## src/rtl/register_file.sv

```systemverilog
// Architectural register file with RoB-index renaming.
// Holds one value, one busy flag and one producing-RoB-index tag per register.
// Both read ports are combinational. When a matching commit is on the commit
// port in the same cycle, the read returns the committed value directly.
module register_file #(
    parameter int RoB_WIDTH = 3,
    parameter int REG_NUM   = 32
) (
    input  logic                 clk_in,
    input  logic                 rst_in,
    input  logic                 rdy_in,
    input  logic                 flush_in,
    input  logic                 rename_en,
    input  logic [4:0]           rename_rd,
    input  logic [RoB_WIDTH-1:0] rename_index,
    input  logic                 commit_en,
    input  logic [4:0]           commit_reg,
    input  logic [RoB_WIDTH-1:0] commit_index,
    input  logic [31:0]          commit_data,
    input  logic [4:0]           rs1_reg,
    input  logic [4:0]           rs2_reg,
    output logic                 rs1_busy,
    output logic                 rs2_busy,
    output logic [RoB_WIDTH-1:0] rs1_dep,
    output logic [RoB_WIDTH-1:0] rs2_dep,
    output logic [31:0]          rs1_val,
    output logic [31:0]          rs2_val
);

    typedef struct packed {
        logic                 busy;
        logic [RoB_WIDTH-1:0] dep;
        logic [31:0]          val;
    } operand_t;

    logic [31:0]          regs [REG_NUM];
    logic                 busy [REG_NUM];
    logic [RoB_WIDTH-1:0] dep  [REG_NUM];

    logic commit_fire;
    logic rename_fire;
    logic commit_clears;

    operand_t rs1_op;
    operand_t rs2_op;

    assign commit_fire = rdy_in && commit_en && (commit_reg != 5'd0);
    assign rename_fire = rdy_in && !flush_in && rename_en && (rename_rd != 5'd0);

    // A commit releases its register only when it is the newest producer.
    // A same-cycle rename of that register takes priority and keeps it busy.
    assign commit_clears = commit_fire
                        && busy[commit_reg]
                        && (dep[commit_reg] == commit_index)
                        && !(rename_fire && (rename_rd == commit_reg));

    // Operand lookup. x0 reads zero. A matching commit is forwarded in the same
    // cycle. The instruction's own rd rename is not forwarded, because operands
    // are read before that rename takes effect.
    function automatic operand_t lookup(input logic [4:0] rs);
        operand_t op;
        op = '0;
        if (rs != 5'd0) begin
            op.busy = busy[rs];
            op.dep  = dep[rs];
            op.val  = regs[rs];
            if (busy[rs] && commit_en && rdy_in &&
                (commit_reg == rs) && (commit_index == dep[rs])) begin
                op.busy = 1'b0;
                op.val  = commit_data;
            end
        end
        return op;
    endfunction

    // Combinational read ports
    always_comb begin
        // NOTE: every always_comb output gets a default first so that no path leaves it unassigned and infers a latch.
        rs1_op   = lookup(rs1_reg);
        rs2_op   = lookup(rs2_reg);
        rs1_busy = rs1_op.busy;
        rs1_dep  = rs1_op.dep;
        rs1_val  = rs1_op.val;
        rs2_busy = rs2_op.busy;
        rs2_dep  = rs2_op.dep;
        rs2_val  = rs2_op.val;
    end

    // Value array. A commit always writes its value, even during a flush,
    // because the instruction has architecturally retired.
    always_ff @(posedge clk_in or negedge rst_in) begin
        // NOTE: the whole array is reset here because every read must return 0 after reset. This keeps it out of block RAM on purpose.
        if (!rst_in) begin
            for (int i = 0; i < REG_NUM; i++) regs[i] <= '0;
        end else if (commit_fire) begin
            // NOTE: sequential state uses non-blocking assignments so that every process sees pre-edge values.
            regs[commit_reg] <= commit_data;
        end
    end

    // Dependency tracking: a flush clears all tags, a commit releases its
    // register, and a rename claims its register.
    always_ff @(posedge clk_in or negedge rst_in) begin
        if (!rst_in) begin
            for (int i = 0; i < REG_NUM; i++) begin
                busy[i] <= 1'b0;
                dep[i]  <= '0;
            end
        end else if (rdy_in) begin
            if (flush_in) begin
                for (int i = 0; i < REG_NUM; i++) begin
                    busy[i] <= 1'b0;
                    dep[i]  <= '0;
                end
            end else begin
                if (commit_clears) busy[commit_reg] <= 1'b0;
                if (rename_fire) begin
                    busy[rename_rd] <= 1'b1;
                    dep[rename_rd]  <= rename_index;
                end
            end
        end
    end

endmodule
```

## config.mk

```make
export PLATFORM = sky130hd
export DESIGN_NAME = register_file
export DESIGN_NICKNAME = d
export VERILOG_FILES = /design/src/rtl/register_file.sv
export SDC_FILE = /design/constraint.sdc
export NUM_CORES = 2
export LEC_CHECK = 0
export BUFFER_PORTS_ARGS = -buffer_cell sky130_fd_sc_hd__buf_4
export CAP_MARGIN = 20
export CORE_MARGIN = 3
export CORE_UTILIZATION = 34
export DETAILED_ROUTE_END_ITERATION = 8
export GPL_ROUTABILITY_DRIVEN = 0
export SYNTH_ARGS = -nofsm -noshare
export SYNTH_HDL_FRONTEND = slang
export SYNTH_SLANG_ARGS = --single-unit
export TNS_END_PERCENT = 1
```

## constraint.sdc

```tcl
create_clock -name clk_in -period 3.19 [get_ports clk_in]
set_input_delay 0.319 -clock clk_in [delete_from_list [all_inputs] [get_ports clk_in]]
set_output_delay 0.319 -clock clk_in [all_outputs]
set_load 0.05 [all_outputs]
```

==> results.yml <==
status:
  status: "finished, violations left"
  violations: "setup timing"
synth:
  synth-async-reset-ratio: 1.00
  synth_ff_type: "dfrtp_1"
  ys_types: 60
  synth_seq_area_share: 0.446
  synth_nets: 4461
  syn_inst: 4397
  synth.area.top_cells: "dfrtp_1, mux4_2, mux2_2, mux2i_1, clkbuf_1"
  synth.ff_latch_count: 1152
  synth_top_cell_by_area: "dfrtp_1"
  yosys_warnings: 0
  yosys.area.top_type_share: 0.446
  netlist_area_sq_mm: 0.0647
  synth_edf_count: 0
  syn_avg_cell_area_sq_um: 14.7
sta:
  finalSetupViolCount: 66
  tightest_slew_ps: 1130
  fin_crit_sh: 1.29
  fmax_ghz: 0.242
  post-route-min-period_ps: 4130
  rsz0062_at_grt: "true"
  skew_ps: 29.7
  hold_violations: 0
  maxSlewHeadroom: 0.249
  setup_ws_ps: -938
  finalMaxSlewViolations: 0
clock_network:
  htreeDepth: 3
  cts_tree: "built"
  cts.clk_slew.worst_paths_ps: 70
  cts_buffer_depth: 3
  cts_root_buf: "clkbuf_16"
  clkLatencyLatePin_ps: 760
  cts_sinks: 1152
  cts_buffers: 119
critical_path:
  cp-end-kind: "primary output"
  criticalPathCategory: "reg -> out"
  critPathMaxFanout: 7
  crit_slowest_cell: "mux4_2"
  start_kind: "flip-flop"
  reg2reg_from: "dep[42]"
  cp.required_ps: 2870
  cp_data_arrival_time_ps: 3810
  crit_path_max_incr_delay_ps: 450
  rr_endpoint: "busy[23]"
  r2r_cells: 9
  ff2ff_setup_slack_ps: 200
  crit_path_cell_trace: "buf_6 -> mux4_2 -> mux2i_1 -> buf_4 -> nand3_2 -> nand4_1 -> xnor2_2 -> nor4_4 -> buf_6 -> buf_12 -> mux2i_2 -> buf_4"
floorplan:
  ioPinCount: 136
  rows: 159
  start_util: 0.343
  coreArea_sq_mm: 0.188
  die_area_sq_mm: 0.196
  die_h_microns: 442
  fp.dieW_microns: 442
final_layout:
  final_cell_mix: "dfrtp_1, mux2_2, mux4_2"
  area_delta_synth_final_pct: 18.9
  drive_above_1_share: 0.551
  n_fill_cell: 17000
  final_common_cell: "dfrtp_1"
  final_cells: 7194
  fin_nets: 4654
  final_core_util: 0.408
worst_hold_path:
  hold_depth: 2
  whs_endpoint: "regs[458]"
  holdCritStartpoint: "commit_data[10]"
  hp-class: "in -> reg"
placement:
  dp_cells: 6935
  dp_hpwl_microns: 135000
  place.port_buffers: 135
pwr:
  p_leak_nw: 33.5
  p_per_area_mw_per_mm2: 548
  vdd_drop_max_uv: 498
drt:
  drt_iter0_markers: 4219
  wl_per_cell_microns: 29.6
  drcViolationCount: 0
  finalWirelength_microns: 213000
  vias: 42800
  dr.pass1.iters: 7
  antenna_left: 0
  viasPerCell: 5.96
global_routing:
  track_usage: 0.215
  antenna_found_initial: 7
  grt_max_degree: 154
  gr-total-overflow: 0
  grt_pass1_vias: 44100
  grt_pass1_wl_microns: 313000
job:
  cap_violations: 0
-- per-stage QoR --
stage | total power [W] | setup WS (ps) | hold WS [ps] | TNS [ps] | instance area (sq um)
finish | 0.0421 | -938 | 77.4 | -50810 | 76900
global route | 0.0437 | -991 | 70.8 | -55540 | 76900
CTS | 0.0423 | -923 | 1.17 | -50870 | 76700
detailed placement | 0.0268 | -502 | 192 | -16660 | 71700
global placement | 0.0265 | -513 | 191 | -16570 | 71700
floorplan | 0.0235 | -278 | 23.4 | -12320 | 64800
-- metal layers --
layer  share of wire  vias to the layer above  GRT usage
li1                -                    17300          -
met1            0.42                    23400      0.294
met2            0.47                     1701      0.337
met3           0.067                      451     0.0336
met4           0.049                        2     0.0983
met5        0.000061                        -          0
-- cells in the mapped netlist, types with 5 or more instances --
master     number
o22ai_1        95
nor3_1         10
buf_1          33
xnor2_1        18
nor3b_1         6
and3b_1         5
a21oi_1        28
buf_6           5
o21ai_0         5
o211ai_1        8
and2_1         16
inv_1         100
nor2_1        192
a22oi_1        35
nand3_1        19
clkbuf_1      310
nand2b_1        9
mux4_2        712
nand2_1       128
mux2i_1       176
nand3b_1        5
o2111ai_1       5
mux4_1         11
or3_1          66
a31oi_1        17
buf_4          15
buf_2         137
nand4_1        18
dfrtp_1      1152
nor2b_1        12
mux2_2        993
and3_1          9
-- cell type report --
| type | instances | area [sq um] | area share |
|---|---|---|---|
| well taps | 2495 | 3120 | 0.0406 |
| repair buffers | 573 | 6260 | 0.0814 |
| clock inverters | 54 | 761 | 0.00989 |
| flip-flops and latches | 1152 | 28800 | 0.375 |
| multi-input cells | 2642 | 34000 | 0.442 |
| clock buffers | 170 | 3520 | 0.0458 |
| inverters | 102 | 388 | 0.00504 |
| diodes | 6 | 15.0 | 0.000195 |
-- worst max-delay path, delay by kind of cell, from the launching register on --
| family | cells | cell delay, ps |
|---|---|---|
| buf+inv | 5 | 940 |
| mux | 3 | 1070 |
| flops | 1 | 400 |
| simple gates | 3 | 520 |
| xor+xnor | 1 | 120 |
-- repair_timing --
action                                  CTS  global route
resized for setup                       106            32
buffers inserted                          6            13
endpoints found under the hold margin   610             0
hold buffers                              8             0
cloned                                    2             1
pin swaps                                 4            11
endpoints found under the setup margin   66            66
-- worst max path at each step --
stage / start / cells after the start / end
2_1_floorplan: rs2_reg[0] / 10 / rs2_val[0]
3_3_place_gp: dep[70] / 11 / rs1_val[27]
3_5_place_dp: dep[70] / 11 / rs1_val[26]
4_1_cts: dep[70] / 12 / rs1_val[26]
5_1_grt: dep[38] / 11 / rs1_val[26]
6_report: dep[60] / 12 / rs1_val[9]
-- state kept, by name (all words and copies together) (netlist names) --
signal  count
regs     1024
busy       32
dep        96
-- where the power goes --
part	internal, W	total, W	switching [W]
Clock	0.00891	0.0152	0.00632
Combinational	0.00496	0.00901	0.00405
Sequential	0.0165	0.0179	0.00140
Total	0.0304	0.0421	0.0118
-- cell families (layout without fill, tap and decap cells) --
| logic type | after synthesis | count (layout) | synth area share |
|---|---|---|---|
| other | 0 | 6 | 0 |
| XOR/XNOR | 21 | 21 | 0.00284 |
| multiplexers | 1896 | 1896 | 0.453 |
| AO/OA/AOI/OAI | 211 | 211 | 0.0214 |
| AND/OR/NAND/NOR | 514 | 514 | 0.0378 |
| buffers and inverters | 603 | 899 | 0.0393 |
| flip-flops | 1152 | 1152 | 0.446 |
Note: power is estimated with default switching activity, not from simulation.
